==> src/rtl/mult_div_unit_pkg.sv <==
// Shared op codes and FSM state type for the iterative multiply/divide unit.
package mult_div_unit_pkg;

  localparam logic [1:0] MDU_OP_MULTU = 2'b00;
  localparam logic [1:0] MDU_OP_DIVU  = 2'b01;
  localparam logic [1:0] MDU_OP_MULT  = 2'b10;
  localparam logic [1:0] MDU_OP_DIV   = 2'b11;

  typedef enum logic [1:0] {
    MDU_IDLE   = 2'd0,
    MDU_RUN    = 2'd1,
    MDU_FINISH = 2'd2
  } mdu_state_t;

  function automatic logic mdu_is_div(input logic [1:0] op);
    return (op == MDU_OP_DIVU) || (op == MDU_OP_DIV);
  endfunction

endpackage

==> src/rtl/mult_div_unit_step.sv <==
// One combinational iteration: shift-add multiply or restoring divide step.
module mdu_step
  import mult_div_unit_pkg::*;
#(
  parameter int N = 32
) (
  input  logic [2*N:0] acc,
  input  logic [N-1:0] operand,
  input  logic [1:0]   op,
  output logic [2*N:0] acc_next
);

  logic [N:0]   sum;
  logic [2*N:0] shifted;
  logic [N+1:0] trial;

  // Accumulator layout: acc[2N:N] is P_hi (mul, top bit 0) or remainder R (div);
  // acc[N-1:0] is P_lo or quotient Q.
  always_comb begin
    sum      = '0;
    shifted  = '0;
    trial    = '0;
    acc_next = acc;
    if (mdu_is_div(op)) begin
      shifted = {acc[2*N-1:0], 1'b0};
      trial   = {1'b0, shifted[2*N:N]} - {2'b00, operand};
      if (!trial[N+1])
        acc_next = {trial[N:0], shifted[N-1:1], 1'b1};
      else
        acc_next = shifted;
    end else begin
      sum      = acc[0] ? ({1'b0, acc[2*N-1:N]} + {1'b0, operand})
                        : {1'b0, acc[2*N-1:N]};
      acc_next = {1'b0, sum, acc[N-1:1]};
    end
  end

endmodule

==> src/rtl/mult_div_unit.sv <==
// Iterative 32-bit MIPS multiply/divide unit with HI/LO registers.
// Define MDU_SIGNED_EN to make MULT/DIV (op[1]=1) signed two's complement.
module mult_div_unit
  import mult_div_unit_pkg::*;
#(
  parameter int N     = 32,
  parameter int CNT_W = 6
) (
  input  logic         clock,
  input  logic         reset,
  input  logic         start,
  input  logic [1:0]   op,
  input  logic [N-1:0] inA,
  input  logic [N-1:0] inB,
  input  logic         hi_we,
  input  logic         lo_we,
  input  logic [N-1:0] wd,
  output logic         busy,
  output logic         done,
  output logic [N-1:0] hi,
  output logic [N-1:0] lo
);

  mdu_state_t       state, state_next;
  logic [CNT_W-1:0] cnt;
  logic [1:0]       op_q;
  logic [N-1:0]     operand;
  logic [2*N:0]     acc, acc_next;
  logic [N-1:0]     mag_a, mag_b;
  logic [N-1:0]     res_hi, res_lo;

  mdu_step #(.N(N)) u_step (
    .acc      (acc),
    .operand  (operand),
    .op       (op_q),
    .acc_next (acc_next)
  );

`ifdef MDU_SIGNED_EN
  logic         neg_q, rsign_q, dz_q;
  logic         sa, sb;
  logic [2*N-1:0] prod;

  always_comb begin
    sa    = op[1] & inA[N-1];
    sb    = op[1] & inB[N-1];
    mag_a = sa ? -inA : inA;
    mag_b = sb ? -inB : inB;
  end

  // Divide-by-zero keeps the all-ones quotient; the remainder sign fix restores the dividend.
  always_comb begin
    prod   = neg_q ? -acc[2*N-1:0] : acc[2*N-1:0];
    res_hi = prod[2*N-1:N];
    res_lo = prod[N-1:0];
    if (mdu_is_div(op_q)) begin
      res_lo = (neg_q && !dz_q) ? -acc[N-1:0] : acc[N-1:0];
      res_hi = rsign_q ? -acc[2*N-1:N] : acc[2*N-1:N];
    end
  end

  always_ff @(posedge clock or negedge reset) begin
    if (!reset) begin
      neg_q   <= 1'b0;
      rsign_q <= 1'b0;
      dz_q    <= 1'b0;
    end else if (state == MDU_IDLE && start) begin
      neg_q   <= sa ^ sb;
      rsign_q <= sa;
      dz_q    <= (inB == '0);
    end
  end
`else
  always_comb begin
    mag_a  = inA;
    mag_b  = inB;
    res_hi = acc[2*N-1:N];
    res_lo = acc[N-1:0];
  end
`endif

  always_ff @(posedge clock or negedge reset) begin
    if (!reset) state <= MDU_IDLE;
    else        state <= state_next;
  end

  always_comb begin
    state_next = state;
    case (state)
      MDU_IDLE:   if (start) state_next = MDU_RUN;
      MDU_RUN:    if (cnt == '0) state_next = MDU_FINISH;
      MDU_FINISH: state_next = MDU_IDLE;
      default:    state_next = MDU_IDLE;
    endcase
  end

  always_comb begin
    busy = (state != MDU_IDLE);
  end

  always_ff @(posedge clock or negedge reset) begin
    if (!reset) begin
      cnt     <= '0;
      op_q    <= '0;
      operand <= '0;
      acc     <= '0;
      hi      <= '0;
      lo      <= '0;
      done    <= 1'b0;
    end else begin
      done <= 1'b0;
      case (state)
        MDU_IDLE: begin
          if (hi_we) hi <= wd;
          if (lo_we) lo <= wd;
          if (start) begin
            op_q <= op;
            cnt  <= CNT_W'(N - 1);
            if (mdu_is_div(op)) begin
              operand <= mag_b;
              acc     <= {{(N+1){1'b0}}, mag_a};
            end else begin
              operand <= mag_a;
              acc     <= {{(N+1){1'b0}}, mag_b};
            end
          end
        end
        MDU_RUN: begin
          acc <= acc_next;
          if (cnt != '0) cnt <= cnt - 1'b1;
        end
        MDU_FINISH: begin
          hi   <= res_hi;
          lo   <= res_lo;
          done <= 1'b1;
        end
        default: ;
      endcase
    end
  end

endmodule

==> config.mk <==
export PLATFORM = sky130hd
export DESIGN_NAME = mult_div_unit
export DESIGN_NICKNAME = d
export VERILOG_FILES = /design/src/rtl/mult_div_unit_pkg.sv /design/src/rtl/mult_div_unit_step.sv /design/src/rtl/mult_div_unit.sv
export SDC_FILE = /design/constraint.sdc
export NUM_CORES = 1
export LEC_CHECK = 0
export CAP_MARGIN = 20
export CORE_MARGIN = 10
export CORE_UTILIZATION = 24
export CTS_CLUSTER_SIZE = 16
export DETAILED_ROUTE_END_ITERATION = 10
export MAX_ROUTING_LAYER = met4
export PLACE_DENSITY_LB_ADDON = 0.05
export SLEW_MARGIN = 40
export SYNTH_ARGS = -nofsm -noshare
export SYNTH_HDL_FRONTEND = slang
export SYNTH_SLANG_ARGS = --single-unit
==> constraint.sdc <==
create_clock -name clock -period 5.3 [get_ports clock]
set_clock_uncertainty 0.05 [all_clocks]
set_input_delay 1.59 -clock clock [delete_from_list [all_inputs] [get_ports clock]]
set_output_delay 1.59 -clock clock [all_outputs]
set_load 0.005 [all_outputs]
---- After elaboration in Yosys (flattened, before gate mapping) ----
Cells that the tools add are included.
word-level totals
  register bits after elaboration ......... 171
  output and inout bits ................... 66
cells by class
  reduce and logical (&&, ||, !) cells .... 14
  multiplexer cells ....................... 18
  add/sub/neg operators ................... 3
  equality and inequality tests ........... 11
operators with widths
  cell                   number
  $mux W64               3
  $mux W32               4
  $pmux W32 S2           2
  $pmux W64 S2           1
  $sub A33 B32 Y34       1
  $add A32 B32 Y33       1
  $mux W33               1
  $mux W6                2
  $pmux W6 S2            1
  $ne A2 B2 Y1 const B   5
  $reduce_and A2 Y1      5
  $eq A2 B1 Y1 const B   3
  $eq A2 B2 Y1 const B   3
  $logic_not A6 Y1       1
  $reduce_bool A2 Y1     3
  $reduce_bool A6 Y1     1
  $sub A6 B1 Y6 const B  1
  $mux W2                2
  $pmux W2 S2            1
  $reduce_and A3 Y1      1
  $logic_not A2 Y1       1
  $logic_or A1 B1 Y1     2
  $mux W1                1

---- Longest topological paths before layout ----
Gate-level depths: netlist of run 1.
  word-level depth ........................ 5
  gate-level depth with buffers ........... 13
  mapped depth without buffers ............ 12

---- Hierarchy ----
From an unflattened synthesis of run 1, not the netlist that was laid out.
unflattened totals
  cells, all modules ...................... 1494
  area, all modules ....................... 12658.4 µm²
by module, submodules not included
  module         cells each  times used  area each (µm²)
  mult_div_unit  828         1           8046.5
  mdu_step       666         1           4611.9

---- Least setup slack after synthesis of run 1 ----
OpenSTA, ideal clock, no wires.
  path kind ............................... input-to-reg
  start point ............................. in op[0]
  end point ............................... reg acc[28]
  library setup time ...................... 134 ps
  data arrival time ....................... 2869 ps
  buffers on the path ..................... 2
  required time ........................... 5116 ps
  stages .................................. 6
  slack ................................... 2248 ps
  cells stage by stage .................... clkbuf_1 > buf_1 > mux2i_1 > nand2_1 > o211ai_1 > o21ai_0
between the ends
  longest elaborated chain between the ends .. 5
ends and longest elaborated chain
  item                                          RTL line                 RTL
  from (decl)                                   mult_div_unit.sv:12      input logic [1:0] op,
  $eq A2 B1 Y1 or $eq A2 B2 Y1 (tied branches)  mult_div_unit_pkg.sv:16  return (op == MDU_OP_DIVU) || (op == MDU_OP_DIV);
  $logic_or A1 B1 Y1 (*)                        mult_div_unit_pkg.sv:16
  $mux W32 (*)                                  mult_div_unit.sv:119     if (mdu_is_div(op)) begin
  $mux W64 (*)                                  mult_div_unit.sv:116     if (start) begin
  $pmux W64 S2 (*)                              mult_div_unit.sv:112     case (state)
  to (signal assigned)                          mult_div_unit.sv:121     acc <= {{(N+1){1'b0}}, mag_a};
  to (signal assigned)                          mult_div_unit.sv:124     acc <= {{(N+1){1'b0}}, mag_b};
  to (signal assigned)                          mult_div_unit.sv:129     acc <= acc_next;
  to (decl)                                     mult_div_unit.sv:28      logic [2*N:0] acc, acc_next;
Mark *: on every way between the ends. The rest lies on a longest branch, timed or not. The select of a mux whose other input is x is not followed.
A chain may end at the register's enable or synchronous reset.

---- Final worst setup path of run 1 ----
  start point ............................. reg acc[38]
  end point ............................... reg acc[57]
between the ends
  longest elaborated chain between the ends .. 4
ends and longest elaborated chain
  item                                                  RTL line                                            RTL
  $sub A33 B32 Y34 or $add A32 B32 Y33 (tied branches)  mult_div_unit_step.sv:26, mult_div_unit_step.sv:32
  $mux W64 or $mux W33 (tied branches)                  mult_div_unit_step.sv:27, mult_div_unit_step.sv:32
  $mux W64 (*)                                          mult_div_unit_step.sv:24                            if (mdu_is_div(op)) begin
  $pmux W64 S2 (*)                                      mult_div_unit.sv:112
Mark *: on every way between the ends. The rest lies on a longest branch, timed or not.

==> impl_metrics.yaml, run 1 <==
timing:
  fin_tns_setup_ps: 0
  hold_viol: 0
  tightest_slew_ps: 772
  slew_viol_final: 0
  min_period_ps: 4000
  fin_crit_sh_pct: 75.6
  rsz0062_at_grt: "false"
  holdWs_ps: 428
  slew_headroom_pct: 48.5
  fmax_ghz: 0.250
  setup_viol: 0
  setup_ws_ps: 1300
placement:
  port_buffers: 167
  dp.cells: 2300
  gp_congestion: 0.881
  dp_hpwl_um: 39400
  placed_area_sq_um: 14900
  place_ws_ps: 1360
synthesis:
  syn_inst: 1522
  syn_area_per_cell_sq_um: 8.22
  synth_nets: 1693
  ys_types: 68
  yosys_warnings: 0
  synth_flop_cell: "dfrtp_1"
  async_flop_share_pct: 100
  ys_ff_latch: 170
  netlist_area_sq_um: 12500
  synth_edf_count: 0
  yosysSeqAreaShare_pct: 34.0
floorplan:
  io_pins: 169
  die_h_um: 248
  core-area_sq_um: 51500
  fp.dieW_um: 248
  dieArea_sq_um: 61700
  initial_utilization_pct: 24.3
  row_count: 83
pwr:
  switchingPower_uw: 746
  ir_drop_uv: 181
  pwr-share-seq_pct: 44.7
  p_leak_nw: 6.57
  pwr-share-clk_pct: 46.3
  p_int_mw: 2.24
  comb_power_share_pct: 9.0
  switching_share_pct: 25.0
  power.total_mw: 2.99
  power_density_nw_per_um2: 191
grt:
  first_global_vias: 11800
  antenna_found_initial: 10
  grt_overflow: 0
  grt_first_pass_wirelength_um: 75000
  grt_max_degree: 79
  grtUsageTotal_pct: 16.5
routing:
  drcViolationCount: 0
  ant_nets: 0
  via_per_inst: 4.93
  drt_iter0_markers: 598
  first_pass_iters: 5
  wl_um: 49800
  num_vias: 11600
  post_drt_wl_per_cell_um: 21.2
setup_path:
  path_cells: "ha_1 > nand3_1 > a2111oi_0 > nor3_1 > buf_4 > a211oi_2 > o311ai_0 > nand2_1 > a21oi_1 > a2111oi_2"
  critPathTopFamily: "compound AO/OA/AOI/OAI gates"
  endpoint_kind: "register"
  cp.arrival_ps: 4260
  crit_buf_inv: 1
  critPathKind: "register to register"
  crit_path_start_kind: "register"
  worstPathMaxFanout: 10
  crit_path_top_delay_cell: "a211oi_2"
  cp.required_ps: 5550
  cp_slowest_stage_delay_ps: 600
clock_tree:
  h-tree-depth: 4
  cts-buffers-inserted: 17
  clkTransAtPathRegs_ps: 80
  cts_sinks: 170
  clk_path_buf_depth: 2
  ctsRootBufferMaster: "clkbuf_16"
  clk_latency_ps: 450
  cts_hold_buf: 0
  post_cts_buffers: 0
  post_cts.resized_instances: 0
  cts_tree: "built"
final_layout:
  stdcell_area_sq_um: 15600
  finalNetCount: 1812
  finalNonFillerCells: 2344
  syn2layout_area_growth_pct: 25.0
  final_common_cell: "nand2_1"
  most-common-layout-cells: "224 x nand2_1, 182 x o21ai_0, 169 x dfrtp_1"
  fin_util_pct: 30.4
  drive_gt1_share_pct: 4.84
outcome:
  outcome: "finished clean"
job:
  cap_violations: 0
worst_hold_path:
  hp-class: "register to register"
==> metal layers <==
| layer | share of wire, % | track usage [%] | wire length, um |
|---|---|---|---|
| met1 | 43 | 19.4 | 21600 |
| met2 | 52 | 29.0 | 25900 |
| met3 | 3.8 | 3.22 | 1910 |
| met4 | 0.80 | 2.62 | 399 |
| met5 | 0 | - | 0 |
==> cell families after synthesis <==
| group | Yosys count | synth area share [%] |
|---|---|---|
| mux | 116 | 9.31 |
| flops | 170 | 34.0 |
| simple gates | 431 | 15.4 |
| compound gates | 539 | 26.4 |
| buf+inv | 152 | 4.74 |
| xor+xnor | 46 | 3.22 |
| fa+ha+maj | 68 | 6.92 |
==> state kept, by name (all words and copies together), names as in the netlist <==
register  flops
hi           32
operand      32
acc          64
cnt           6
lo           32
done          1
state         2
op_q          1
==> tightest hold or removal path, stage by stage (launching register included) <==
cell and delay, ps:
dfrtp_1 340, nand2_1 40, o21ai_0 60
==> Yosys cell counts, types with 5 or more instances <==
cell type / instances / area share, %
nor2_1: 75 / 2.3
nor3_1: 15 / 0.60
a31oi_1: 13 / 0.65
o21bai_1: 9 / 0.54
nand2_1: 225 / 6.8
nand3_1: 16 / 0.64
o21a_1: 7 / 0.42
dfrtp_1: 170 / 34
ha_1: 66 / 6.6
xnor2_1: 29 / 2.0
a211o_1: 5 / 0.35
and3_1: 13 / 0.65
mux2i_1: 113 / 9.0
nor2b_1: 39 / 2.0
o21ai_0: 182 / 7.3
or3_1: 7 / 0.35
a211oi_1: 11 / 0.66
a221o_1: 5 / 0.40
a21boi_0: 6 / 0.36
a221oi_1: 8 / 0.56
o211ai_1: 46 / 2.8
o221ai_1: 5 / 0.35
and2_1: 6 / 0.30
clkbuf_1: 73 / 2.2
nand4_1: 12 / 0.60
nand2b_1: 8 / 0.40
inv_1: 57 / 1.7
xor2_1: 17 / 1.2
a32o_1: 9 / 0.72
a21o_1: 29 / 1.7
buf_1: 14 / 0.42
a21oi_1: 163 / 6.5
==> power groups by stage <==
stage / registers, mW / logic, mW / clock network [mW]
after floorplan: 1.36 / 0.0757 / 0
after global placement: 1.36 / 0.276 / 0
after detailed placement: 1.36 / 0.275 / 0
after CTS: 1.34 / 0.276 / 1.43
after global routing: 1.34 / 0.297 / 1.48
final: 1.34 / 0.269 / 1.38
==> layout make-up <==
| type | count | area (sq um) |
|---|---|---|
| Inverter | 58 | 218 |
| Antenna cell | 10 | 25.0 |
| Tap cell | 680 | 851 |
| Fill cell | 5619 | 35900 |
| Sequential cell | 170 | 4260 |
| Multi-Input combinational cell | 1200 | 7710 |
| Timing Repair Buffer | 194 | 1960 |
| Clock inverter | 13 | 175 |
| Clock buffer | 19 | 443 |
==> path summary, 6_finish.rpt <==
kind	slack [ps]	cells after the start	start	end
max in group asynchronous	3250	3	reset	op_q[0]
hold / removal	430	2	hi[29]	hi[29]
setup / recovery	1300	10	acc[38]	acc[57]
hold reg to reg	430	2	hi[29]	hi[29]
min in group asynchronous	950	1	reset	cnt[2]
setup reg to reg	1300	10	acc[38]	acc[57]
Note: power is estimated with default switching activity, not from simulation.
==> inputs of run 2 (changes only) <==
clock period = 4.17 ns   (was 5.3 ns; I/O delays follow)
==> impl_metrics.yaml, run 2 (synthesized netlist as in run 1, its figures left out) <==
setup_path:
  critPathKind: "register to register"
  worstPathMaxFanout: 44
  critPathTopFamily: "compound AO/OA/AOI/OAI gates"
  cp_slowest_stage_delay_ps: 520
  cp.required_ps: 4460
  crit_buf_inv: 2
  path_cells: "inv_1 > ha_1 > a21o_1 > a21o_1 > a221oi_2 > o221ai_2 > o41ai_4 > buf_12 > mux2i_1 > nor2_1 > a221o_1"
  crit_path_top_delay_cell: "o41ai_4"
  endpoint_kind: "register"
  crit_path_start_kind: "register"
  path_common_cell: "a21o_1"
  cp.arrival_ps: 3820
routing:
  drcViolationCount: 0
  drt_iter0_markers: 667
  wl_um: 51000
  via_per_inst: 5.00
  num_vias: 11900
  post_drt_wl_per_cell_um: 21.5
  first_pass_iters: 5
  ant_nets: 0
clock_tree:
  ctsRootBufferMaster: "clkbuf_16"
  cts_sinks: 170
  h-tree-depth: 4
  cts_hold_buf: 0
  clk_path_buf_depth: 2
  post_cts_buffers: 0
  cts-buffers-inserted: 17
  clkTransAtPathRegs_ps: 80
  cts_tree: "built"
  post_cts.resized_instances: 0
  clk_latency_ps: 470
timing:
  slew_viol_final: 0
  slew_headroom_pct: 49.3
  setup_viol: 0
  fmax_ghz: 0.283
  setup_ws_ps: 639
  hold_viol: 0
  fin_crit_sh_pct: 84.7
  min_period_ps: 3530
  fin_tns_setup_ps: 0
  holdWs_ps: 426
  tightest_slew_ps: 753
  rsz0062_at_grt: "false"
final_layout:
  syn2layout_area_growth_pct: 26.2
  fin_util_pct: 30.7
  finalNonFillerCells: 2370
  finalNetCount: 1841
  largest_register_ff_count: 64
  stdcell_area_sq_um: 15800
  most-common-layout-cells: "224 x nand2_1, 182 x o21ai_0, 169 x dfrtp_1"
  final_common_cell: "nand2_1"
  largest-register: "acc"
  drive_gt1_share_pct: 6.65
job:
  cap_violations: 0
pwr:
  comb_power_share_pct: 9.4
  switching_share_pct: 26.3
  ir_drop_uv: 303
  power_density_nw_per_um2: 233
  p_int_mw: 2.71
  pwr-share-clk_pct: 44.4
  switchingPower_uw: 967
  p_leak_nw: 6.67
  power.total_mw: 3.67
  pwr-share-seq_pct: 46.2
grt:
  first_global_vias: 12100
  grt_overflow: 0
  grt_first_pass_wirelength_um: 76700
  grt_max_degree: 75
  antenna_found_initial: 7
  grtUsageTotal_pct: 16.9
placement:
  dp.cells: 2331
  place_ws_ps: 645
  dp_hpwl_um: 40200
  port_buffers: 167
  placed_area_sq_um: 15200
  gp_congestion: 0.862
floorplan:
  io_pins: 169
  row_count: 83
  dieArea_sq_um: 61700
  core-area_sq_um: 51500
  fp.dieW_um: 248
  die_h_um: 248
  initial_utilization_pct: 24.3
worst_hold_path:
  hp-class: "register to register"
outcome:
  outcome: "finished clean"
[run 2: cell types whose count changed in the layout (fill, tap and decap cells not counted), moves of 3 or more]
cell	change
buf_4	+30
clkinv_2	+3
diode_2	-3
buf_12	+3
[run 2: final cells by class]
| cell class | count | area [sq um] |
|---|---|---|
| clock buffers | 17 | 425 |
| inverters | 58 | 218 |
| clock inverters | 15 | 141 |
| fillers | 5625 | 35700 |
| diodes | 7 | 17.5 |
| well taps | 680 | 851 |
| multi-input cells | 1200 | 7720 |
| repair buffers | 223 | 2160 |
| flip-flops and latches | 170 | 4260 |
[run 2: per-layer routing]
metal,track usage [%],routed length [um],up-vias
li1,-,-,5806
met1,20.1,22300,5817
met2,29.2,26100,202
met3,3.05,1880,27
met4,3.72,673,0
met5,-,0,-
[run 2: path summary, 6_finish.rpt]
kind / end / cells past startpoint / from / slack [ps]
setup / recovery: acc[46] / 11 / operand[18] / 640
hold / removal: hi[27] / 2 / hi[27] / 430
setup reg to reg: acc[46] / 11 / operand[18] / 640
hold reg to reg: hi[27] / 2 / hi[27] / 430
max in group asynchronous: hi[24] / 2 / reset / 2380
min in group asynchronous: cnt[2] / 1 / reset / 760
[run 2: worst reg2reg max path: cells and delay by family, from the launching register on]
family / cells / cell delay [ps]
AOI/OAI and AO/OA: 6 / 1830
adders and majority gates: 1 / 430
buffers and inverters: 2 / 350
DFF: 1 / 440
muxes: 1 / 240
and+or+nand+nor: 1 / 50
[run 2: power groups by stage]
stage | sequential (mW) | clock (mW) | combinational [mW]
3_5_place_dp | 1.73 | 0 | 0.356
4_1_cts | 1.70 | 1.69 | 0.357
2_1_floorplan | 1.73 | 0 | 0.0962
3_3_place_gp | 1.73 | 0 | 0.355
5_1_grt | 1.70 | 1.75 | 0.380
6_report | 1.70 | 1.63 | 0.344
==> variant: new RTL, settings of run 2 <==
Set the parameter `CNT_W` to 3 (it was 6).
--- a/src/rtl/mult_div_unit.sv
+++ b/src/rtl/mult_div_unit.sv
@@ -5,5 +5,5 @@
 #(
   parameter int N     = 32,
-  parameter int CNT_W = 6
+  parameter int CNT_W = 3
 ) (
   input  logic         clock,
Function: same outputs for any inputs over 10 cycles, from zero or initial values and one cycle with reset low; that may be too few to reach the edited logic, so the function may still have changed.
==> variant against run 2 <==
Hold slack worse by 4.0 ps; critical path type unchanged; cell area is 2.5% lower; non-clock buffer count is 28 lower; largest cell class unchanged; final cell count is 4.0% lower; setup slack worse by 15 ps; sequential cell count is 3 lower; wire length is 4.7% lower; area after synthesis is 2.2% lower.
Power is left out: it rests on default switching activity, and per cell area and clock period it moved more than threefold.
==> variant: results (changes against run 2) <==
Parameter                              Value

Critical path
  Max Fanout on Critical Path    4 (was 44)
  Data arrival time of the worst path    3810 ps (was 3820 ps)
  Slowest Stage Delay on Critical Path    430 ps (was 520 ps)
  Slowest-stage cell, CP    sky130_fd_sc_hd__fa_1 (was sky130_fd_sc_hd__o41ai_4)

Placed design
  Number of placed instances, taps included    2238 (was 2331)
  Placer congestion estimate    0.8395 (was 0.8620)
  DP HPWL    37490 microns (was 40240 microns)
  Pre-CTS setup slack    652.4 ps (was 644.9 ps)

Final layout
  Total number of nets in the final design    1756 (was 1841)
  Fraction of final layout cells sized beyond drive strength 1    5.444% (was 6.655%)
  Sequential Area    4183 sq um (was 4255 sq um)
  Fillcell total    5408 (was 5625)
  Non-filler cells in the finished layout    2275 (was 2370)

Global route
  Wire length of the first global-routing pass    73350 microns (was 76720 microns)
  Antenna violations before repair    5 (was 7)
  Global routing met2 resource utilization    28.23% (was 29.22%)
  Vias in the first global route    11350 (was 12090)
  Maximum number of pins on one net before global-route repair    78 (was 75)
  Routing usage on met1    19.75% (was 20.07%)
  Overall global routing resource usage    16.41% (was 16.89%)

Synth
  Register area share after synthesis    34.14% (was 34.00%)
  Mean instance size in the synthesized netlist    8.356 sq um (was 8.220 sq um)
  Synthesized Nets    1636 (was 1693)
  Biggest area contributors in the synthesized netlist    sky130_fd_sc_hd__dfrtp_1 (34%), sky130_fd_sc_hd__mux2i_1 (9.3%), sky130_fd_sc_hd__o21ai_0 (7.2%), sky130_fd_sc_hd__ha_1 (6.7%), sky130_fd_sc_hd__a21oi_1 (6.1%) (was sky130_fd_sc_hd__dfrtp_1 (34%), sky130_fd_sc_hd__mux2i_1 (9.0%), sky130_fd_sc_hd__o21ai_0 (7.3%), sky130_fd_sc_hd__nand2_1 (6.8%), sky130_fd_sc_hd__ha_1 (6.6%))
  Commonest cells in the synthesized netlist    sky130_fd_sc_hd__nand2_1 (193), sky130_fd_sc_hd__o21ai_0 (177), sky130_fd_sc_hd__dfrtp_1 (167) (was sky130_fd_sc_hd__nand2_1 (225), sky130_fd_sc_hd__o21ai_0 (182), sky130_fd_sc_hd__dfrtp_1 (170))
  Post-synthesis compound-gate area fraction    26.64% (was 26.42%)
  Post-synthesis mux area share    9.413% (was 9.311%)
  Parity-gate share of the synthesized area counting xor and xnor cells    3.220% (about the same)
  Count of cell types in the netlist    77 (was 68)
  Adder-cell area share of the yosys netlist    7.073% (was 6.921%)

Routing
  Detailed-route wire length per cell    21.37 microns (was 21.53 microns)
  Wl on met1    21600 microns (was 22340 microns)
  Iter 0 DRT Violations    654 (was 667)
  Wire length on met3    1660 microns (was 1881 microns)
  Routed met2 length    24890 microns (was 26140 microns)

STA
  Transition time at the pin with the least slew margin    783.8 ps (was 752.7 ps)

Worst hold path
  Hold Crit Class    reg2reg (unchanged)

Run status
  Result of the run    complete, no violations (unchanged)
-- variant: final timing paths --
path	depth (start not counted)	slack, ps	to	startpoint
setup / recovery	13	620	acc[62]$_DFFE_PN0P_	acc[31]$_DFFE_PN0P_
hold / removal	1	420	cnt[0]$_DFFE_PN0P_	cnt[0]$_DFFE_PN0P_
setup reg to reg	13	620	acc[62]$_DFFE_PN0P_	acc[31]$_DFFE_PN0P_
hold reg to reg	1	420	cnt[0]$_DFFE_PN0P_	cnt[0]$_DFFE_PN0P_
max in group asynchronous	2	2480	operand[6]$_DFFE_PN0P_	reset
min in group asynchronous	1	700	acc[61]$_DFFE_PN0P_	reset
-- variant: area by class of cell --
class	instances	area share (%)
diodes	5	0.08131
flip-flops and latches	167	27.18
repair buffers	195	12.51
inverters	59	1.439
well taps	672	5.464
clock inverters	15	1.707
multi-input cells	1145	48.86
clock buffers	17	2.764
